<file path="config.mk">
export PLATFORM = sky130hd
export DESIGN_NAME = fault_recovery_ctrl
export DESIGN_NICKNAME = d
export VERILOG_FILES = /design/src/rtl/fault_pkg.sv /design/src/rtl/sat_counter.sv /design/src/rtl/fault_recovery_ctrl.sv
export SDC_FILE = /design/constraint.sdc
export NUM_CORES = 1
export LEC_CHECK = 0
export ABC_AREA = 1
export BUFFER_PORTS_ARGS = -buffer_cell sky130_fd_sc_hd__buf_2
export CORE_ASPECT_RATIO = 0.9
export CORE_MARGIN = 2
export CORE_UTILIZATION = 48
export DETAILED_ROUTE_END_ITERATION = 6
export GPL_TIMING_DRIVEN = 0
export PLACE_DENSITY = 0.76
export SYNTH_ARGS = -nofsm -noshare
export SYNTH_HDL_FRONTEND = slang
export SYNTH_SLANG_ARGS = --single-unit
</file>
<file path="constraint.sdc">
create_clock -name clk -period 1.4 [get_ports clk]
set_clock_uncertainty 0.15 [all_clocks]
set_input_delay 0.28 -clock clk [delete_from_list [all_inputs] [get_ports clk]]
set_output_delay 0.28 -clock clk [all_outputs]
set_load 0.005 [all_outputs]
</file>
<file path="src/rtl/fault_pkg.sv">
// Shared definitions for the fault handling blocks: recovery FSM states,
// default recovery constants and the opcode classes seen by fault_detector.
package fault_pkg;

    typedef enum logic [2:0] {
        ST_IDLE        = 3'd0,
        ST_FLUSH       = 3'd1,
        ST_REPLAY      = 3'd2,
        ST_WAIT_COMMIT = 3'd3,
        ST_TRAP        = 3'd4
    } fsm_state_e;

    localparam int          DEF_MAX_RETRY    = 2;
    localparam int          DEF_FLUSH_CYCLES = 2;
    localparam logic [31:0] DEF_TRAP_VECTOR  = 32'h0000_0100;

    localparam int FAULT_CNT_W = 8;

    // Opcode classes the detector watches for faulting accesses.
    localparam logic [6:0] OPC_LOAD   = 7'b000_0011;
    localparam logic [6:0] OPC_STORE  = 7'b010_0011;
    localparam logic [6:0] OPC_AMO    = 7'b010_1111;
    localparam logic [6:0] OPC_SYSTEM = 7'b111_0011;

endpackage

</file>
<file path="src/rtl/sat_counter.sv">
// Saturating up-counter for error statistics; sticks at all-ones instead of wrapping.
module sat_counter #(
    parameter int WIDTH = 8
) (
    input  logic             clk,
    input  logic             srst,
    input  logic             i_inc,
    input  logic             i_clear,
    output logic [WIDTH-1:0] o_count
);

    localparam logic [WIDTH-1:0] COUNT_MAX = '1;

    logic [WIDTH-1:0] r_count;

    always_ff @(posedge clk) begin
        if (srst || i_clear) begin
            r_count <= '0;
        end else if (i_inc && (r_count != COUNT_MAX)) begin
            r_count <= r_count + 1'b1;
        end
    end

    assign o_count = r_count;

endmodule

</file>
<file path="src/rtl/fault_recovery_ctrl.sv">
// Pipeline fault recovery: flush, replay the faulting PC a bounded number of
// times, then trap. Outputs are registered from the next state (Moore).
module fault_recovery_ctrl
    import fault_pkg::*;
#(
    parameter int          MAX_RETRY    = DEF_MAX_RETRY,
    parameter int          FLUSH_CYCLES = DEF_FLUSH_CYCLES,
    parameter logic [31:0] TRAP_VECTOR  = DEF_TRAP_VECTOR
) (
    input  logic                   clk,
    input  logic                   rst,
    input  logic                   fault_detected,
    input  logic [31:0]            fault_pc,
    input  logic                   retire_valid,
    output logic                   stall,
    output logic                   flush,
    output logic                   redirect_valid,
    output logic [31:0]            redirect_pc,
    output logic                   trap_flag,
    output logic [FAULT_CNT_W-1:0] fault_count
);

    localparam logic [2:0] RETRY_LIMIT = 3'(MAX_RETRY);
    localparam logic [3:0] FLUSH_LAST  = 4'(FLUSH_CYCLES - 1);

    fsm_state_e  r_state, w_state_next;
    logic [3:0]  r_flush_cnt, w_flush_cnt_next;
    logic [2:0]  r_retry_cnt, w_retry_cnt_next;
    logic [31:0] r_saved_pc, w_saved_pc_next;
    logic        w_fault_accept;

    logic        r_stall, w_stall_next;
    logic        r_flush, w_flush_next;
    logic        r_redirect_valid, w_redirect_valid_next;
    logic [31:0] r_redirect_pc, w_redirect_pc_next;
    logic        r_trap_flag, w_trap_flag_next;

    always_comb begin
        w_state_next     = r_state;
        w_flush_cnt_next = r_flush_cnt;
        w_retry_cnt_next = r_retry_cnt;
        w_saved_pc_next  = r_saved_pc;
        w_fault_accept   = 1'b0;

        unique case (r_state)
            ST_IDLE: begin
                if (fault_detected) begin
                    w_fault_accept   = 1'b1;
                    w_saved_pc_next  = fault_pc;
                    w_flush_cnt_next = '0;
                    w_state_next     = ST_FLUSH;
                end
            end
            ST_FLUSH: begin
                if (r_flush_cnt == FLUSH_LAST) begin
                    w_state_next = (r_retry_cnt < RETRY_LIMIT) ? ST_REPLAY : ST_TRAP;
                end else begin
                    w_flush_cnt_next = r_flush_cnt + 1'b1;
                end
            end
            ST_REPLAY: begin
                w_retry_cnt_next = r_retry_cnt + 1'b1;
                w_state_next     = ST_WAIT_COMMIT;
            end
            ST_WAIT_COMMIT: begin
                // A re-fault keeps the retry budget so a persistent fault ends in a trap.
                if (fault_detected) begin
                    w_fault_accept   = 1'b1;
                    w_saved_pc_next  = fault_pc;
                    w_flush_cnt_next = '0;
                    w_state_next     = ST_FLUSH;
                end else if (retire_valid) begin
                    w_retry_cnt_next = '0;
                    w_state_next     = ST_IDLE;
                end
            end
            ST_TRAP: begin
                w_retry_cnt_next = '0;
                w_state_next     = ST_IDLE;
            end
            default: begin
                w_state_next = ST_IDLE;
            end
        endcase
    end

    // Outputs are decoded from the state being entered so they line up with it.
    always_comb begin
        w_stall_next          = 1'b0;
        w_flush_next          = 1'b0;
        w_redirect_valid_next = 1'b0;
        w_redirect_pc_next    = r_redirect_pc;
        w_trap_flag_next      = r_trap_flag;

        unique case (w_state_next)
            ST_FLUSH: begin
                w_stall_next = 1'b1;
                w_flush_next = 1'b1;
            end
            ST_REPLAY: begin
                w_stall_next          = 1'b1;
                w_redirect_valid_next = 1'b1;
                w_redirect_pc_next    = r_saved_pc;
            end
            ST_TRAP: begin
                w_stall_next          = 1'b1;
                w_flush_next          = 1'b1;
                w_redirect_valid_next = 1'b1;
                w_redirect_pc_next    = TRAP_VECTOR;
                w_trap_flag_next      = 1'b1;
            end
            default: begin
            end
        endcase
    end

    always_ff @(posedge clk) begin
        if (rst) begin
            r_state          <= ST_IDLE;
            r_flush_cnt      <= '0;
            r_retry_cnt      <= '0;
            r_saved_pc       <= '0;
            r_stall          <= 1'b0;
            r_flush          <= 1'b0;
            r_redirect_valid <= 1'b0;
            r_redirect_pc    <= '0;
            r_trap_flag      <= 1'b0;
        end else begin
            r_state          <= w_state_next;
            r_flush_cnt      <= w_flush_cnt_next;
            r_retry_cnt      <= w_retry_cnt_next;
            r_saved_pc       <= w_saved_pc_next;
            r_stall          <= w_stall_next;
            r_flush          <= w_flush_next;
            r_redirect_valid <= w_redirect_valid_next;
            r_redirect_pc    <= w_redirect_pc_next;
            r_trap_flag      <= w_trap_flag_next;
        end
    end

    sat_counter #(
        .WIDTH (FAULT_CNT_W)
    ) u_fault_count (
        .clk     (clk),
        .srst    (rst),
        .i_inc   (w_fault_accept),
        .i_clear (1'b0),
        .o_count (fault_count)
    );

    assign stall          = r_stall;
    assign flush          = r_flush;
    assign redirect_valid = r_redirect_valid;
    assign redirect_pc    = r_redirect_pc;
    assign trap_flag      = r_trap_flag;

endmodule

</file>
==> summary.txt <==
Timing
  – Slew headroom: 0.562
  – Worst Setup Slack, final: -157 ps
  – Slew @ Worst Pin: 657 ps
  – RSZ-0062 raised after global routing: yes
  – Period utilization: 1.11
  – Final Hold Fails: 1
  – Hold WS: -4.89 ps
  – Setup Viol. Count Final: 67
  – Final Slew Violations: 0
  – Post-layout min period: 1560 ps
  – Fmax: 0.642 GHz

GRT
  – GRT Residual Overflow: 0
  – GRT Total Usage: 0.237
  – First-pass GRT wire length: 15100 um
  – Number of global-route vias before repair: 3344
  – Antenna violations before repair: 0
  – Pin count of the biggest net entering global routing: 17

Placement
  – Port bufs: 78
  – RePlAce Congestion: 0.843
  – HPWL Detailed: 5930 um
  – Placed cells: 630

Synth
  – Synth area leader: dfxtp_1
  – Net Count, Synth: 499
  – Syn Area/Cell: 7.62 um2
  – Mapped Area: 0.00350 mm2
  – YS warnings: 0
  – Post-synth top area share: 0.492
  – Post-synthesis cell count: 459
  – Leading post-synthesis cells by cell area: dfxtp_1 49%, nand2_1 8.7%, nor2_1 8.5%
  – Post-synthesis cell type count: 27
  – Synthesized flop and latch total: 86
  – Sequential area share after synthesis: 0.492

Floorplanning
  – Die X: 94.0 um
  – Initial core utilization: 0.497
  – Die height: 85.0 um
  – Rows: 29
  – Ports: 80
  – Die area: 0.00798 mm2
  – Core Region: 0.00704 mm2

Setup path
  – Crit path max fanout: 6
  – Crit Path Class: reg2reg
  – Crit-path leading delay family: simple AND/OR/NAND/NOR gates
  – Crit path max-delay cell type: dfxtp_2
  – Worst setup EP type: flop
  – WP buf/inv: 1
  – CP Data Arrival Time: 1700 ps
  – Startpoint types: flop
  – Crit path cell chain: nor2_2 > nand2_4 > nor2_4 > buf_4 > o21ai_0 > a21oi_2
  – Largest stage delay on the critical path: 360 ps
  – Crit path required time: 1540 ps

Final layout
  – Final-layout fill cell count: 536
  – Layout area overhead: 38.5%
  – Post-route insts no fill: 668
  – Fin util: 0.688
  – Layout cells sized above 1: 0.402
  – Final Net Count: 610
  – Ant. Diodes: 0

Pwr
  – P per Cell Area: 1110 mW/mm2
  – Leak Pwr: 2.02 nW
  – Max VDD drop: 0.000795 V

Clock tree
  – Htree depth: 3
  – CTS tree: done
  – Clock Tree Root: clkbuf_8
  – Clk Latency, worst-skew pair: 360 ps
  – Clock buffer depth: 2
  – Clock slew at reported path FFs: 100 ps
  – Clock buffer count from CTS: 9
  – Clock sinks: 86

Routing
  – DR DRC count: 0
  – Antenna Nets Post-Route: 0
  – WL per Instance: 14.5 um
  – Pre-antenna DRT Iters: 5
  – Routed vias/inst: 5.25
  – Post-Route WL: 9650 um
  – 1st-iter DRT viols: 199
  – Total number of vias: 3508

Outcome
  – Failing checks: hold timing, setup timing
  – Run status: finished, violations left

Run
  – Max_cap viols: 0

Worst hold path
  – HP Class: in2reg
layout by cell type (no fill, tap or decap), types with 9 or more instances in the layout:
master    count
nor2_1       76
buf_4        12
clkbuf_8      9
buf_6        15
nand2_2      26
nand3_1      38
buf_2        78
o21ai_1      17
o21ai_2      17
nand2_1      61
inv_1        22
a21oi_1      32
a21oi_2      16
dfxtp_1      73
power breakdown:
part | total, mW | internal (mW) | leakage, nW | switching [mW]
sequential | 2.70 | 2.60 | 0.710 | 0.102
clock | 1.60 | 0.658 | 0.0785 | 0.939
combinational | 1.09 | 0.487 | 1.23 | 0.601
path summary, 6_finish.rpt:
path             startpoint             end  slack [ps]  cells past startpoint
max          r_flush_cnt[2]  redirect_pc[8]        -160                      6
min            fault_pc[13]  r_saved_pc[13]          -5                      3
max reg2reg  r_flush_cnt[2]  redirect_pc[8]        -160                      6
min reg2reg       trap_flag       trap_flag         300                      2
layout make-up:
type | instances | area, um2 | area share
multi-input cells | 321 | 1840 | 0.379
flip-flops and latches | 86 | 1750 | 0.362
repair buffers | 100 | 627 | 0.129
plain buffers | 25 | 220 | 0.0455
clock buffers | 9 | 124 | 0.0256
well taps | 93 | 116 | 0.0240
inverters | 27 | 109 | 0.0225
clock inverters | 7 | 56.3 | 0.0116
registers in the layout, indices dropped and copies added (netlist names):
register and count:
r_flush_cnt 4, r_state 3, trap_flag 1, redirect_pc 32, redirect_valid 1, r_retry_cnt 3, r_saved_pc 32, stall 1
flush 1, u_fault_count.o_count 8
worst min-delay path: cells and delay by family:
family | cells | cell delay, ps
AND/OR/NAND/NOR | 1 | 70
buffers and inverters | 1 | 70
AO/OA/AOI/OAI | 1 | 50
routing by layer:
| layer | track usage | share of wire |
|---|---|---|
| met2 | 0.375 | 0.49 |
| met5 | 0 | 0 |
| met1 | 0.310 | 0.43 |
| met4 | 0.0962 | 0.023 |
| met3 | 0.0613 | 0.059 |
logic make-up (layout without fill, tap and decap cells):
logic type | count (synthesis) | count (layout) | share of synthesized area
xor+xnor | 3 | 3 | 0.00752
buf+inv | 52 | 168 | 0.0648
simple gates | 225 | 225 | 0.285
flops | 86 | 86 | 0.492
compound gates | 89 | 89 | 0.136
fa+ha+maj | 4 | 4 | 0.0143
repair_timing:
item / 4_1_cts / 5_1_grt
setup buffers: 11 / 7
resized for setup: 66 / 95
hold buffers: 1 / 0
setup endpoints to repair: 88 / 86
endpoints found under the hold margin: 1 / 0
pin swaps: 13 / 8
gates cloned: 3 / 0
through the flow:
stage	power, mW	TNS (ps)	instance area (um2)	setup WS, ps
3_5_place_dp	3.43	-13130	4040	-241
6_report	5.39	-5570	4840	-157
5_1_grt	5.62	-9040	4840	-201
2_1_floorplan	3.21	-108	3530	-6.37
3_3_place_gp	3.41	-11130	4040	-261
4_1_cts	5.18	-1500	4560	-62.2
synthesized netlist by cell type:
library cell  count
nand2_2           8
a21oi_1          42
buf_6             1
xor2_1            1
nand3_4           1
o21ai_1           1
dfxtp_1          86
clkbuf_1          9
nor2_1           79
a31oi_1           1
nand3_1          45
inv_2             2
nor2_2            1
buf_2            10
o211ai_1          1
nand4_1           5
o21ai_0          37
nor2_4            1
ha_1              4
buf_4             3
nor2_8            1
buf_1             2
xnor2_1           2
nand2_1          81
nand2_4           3
a21oi_2           7
inv_1            25
(Power assumes the default switching activity.)
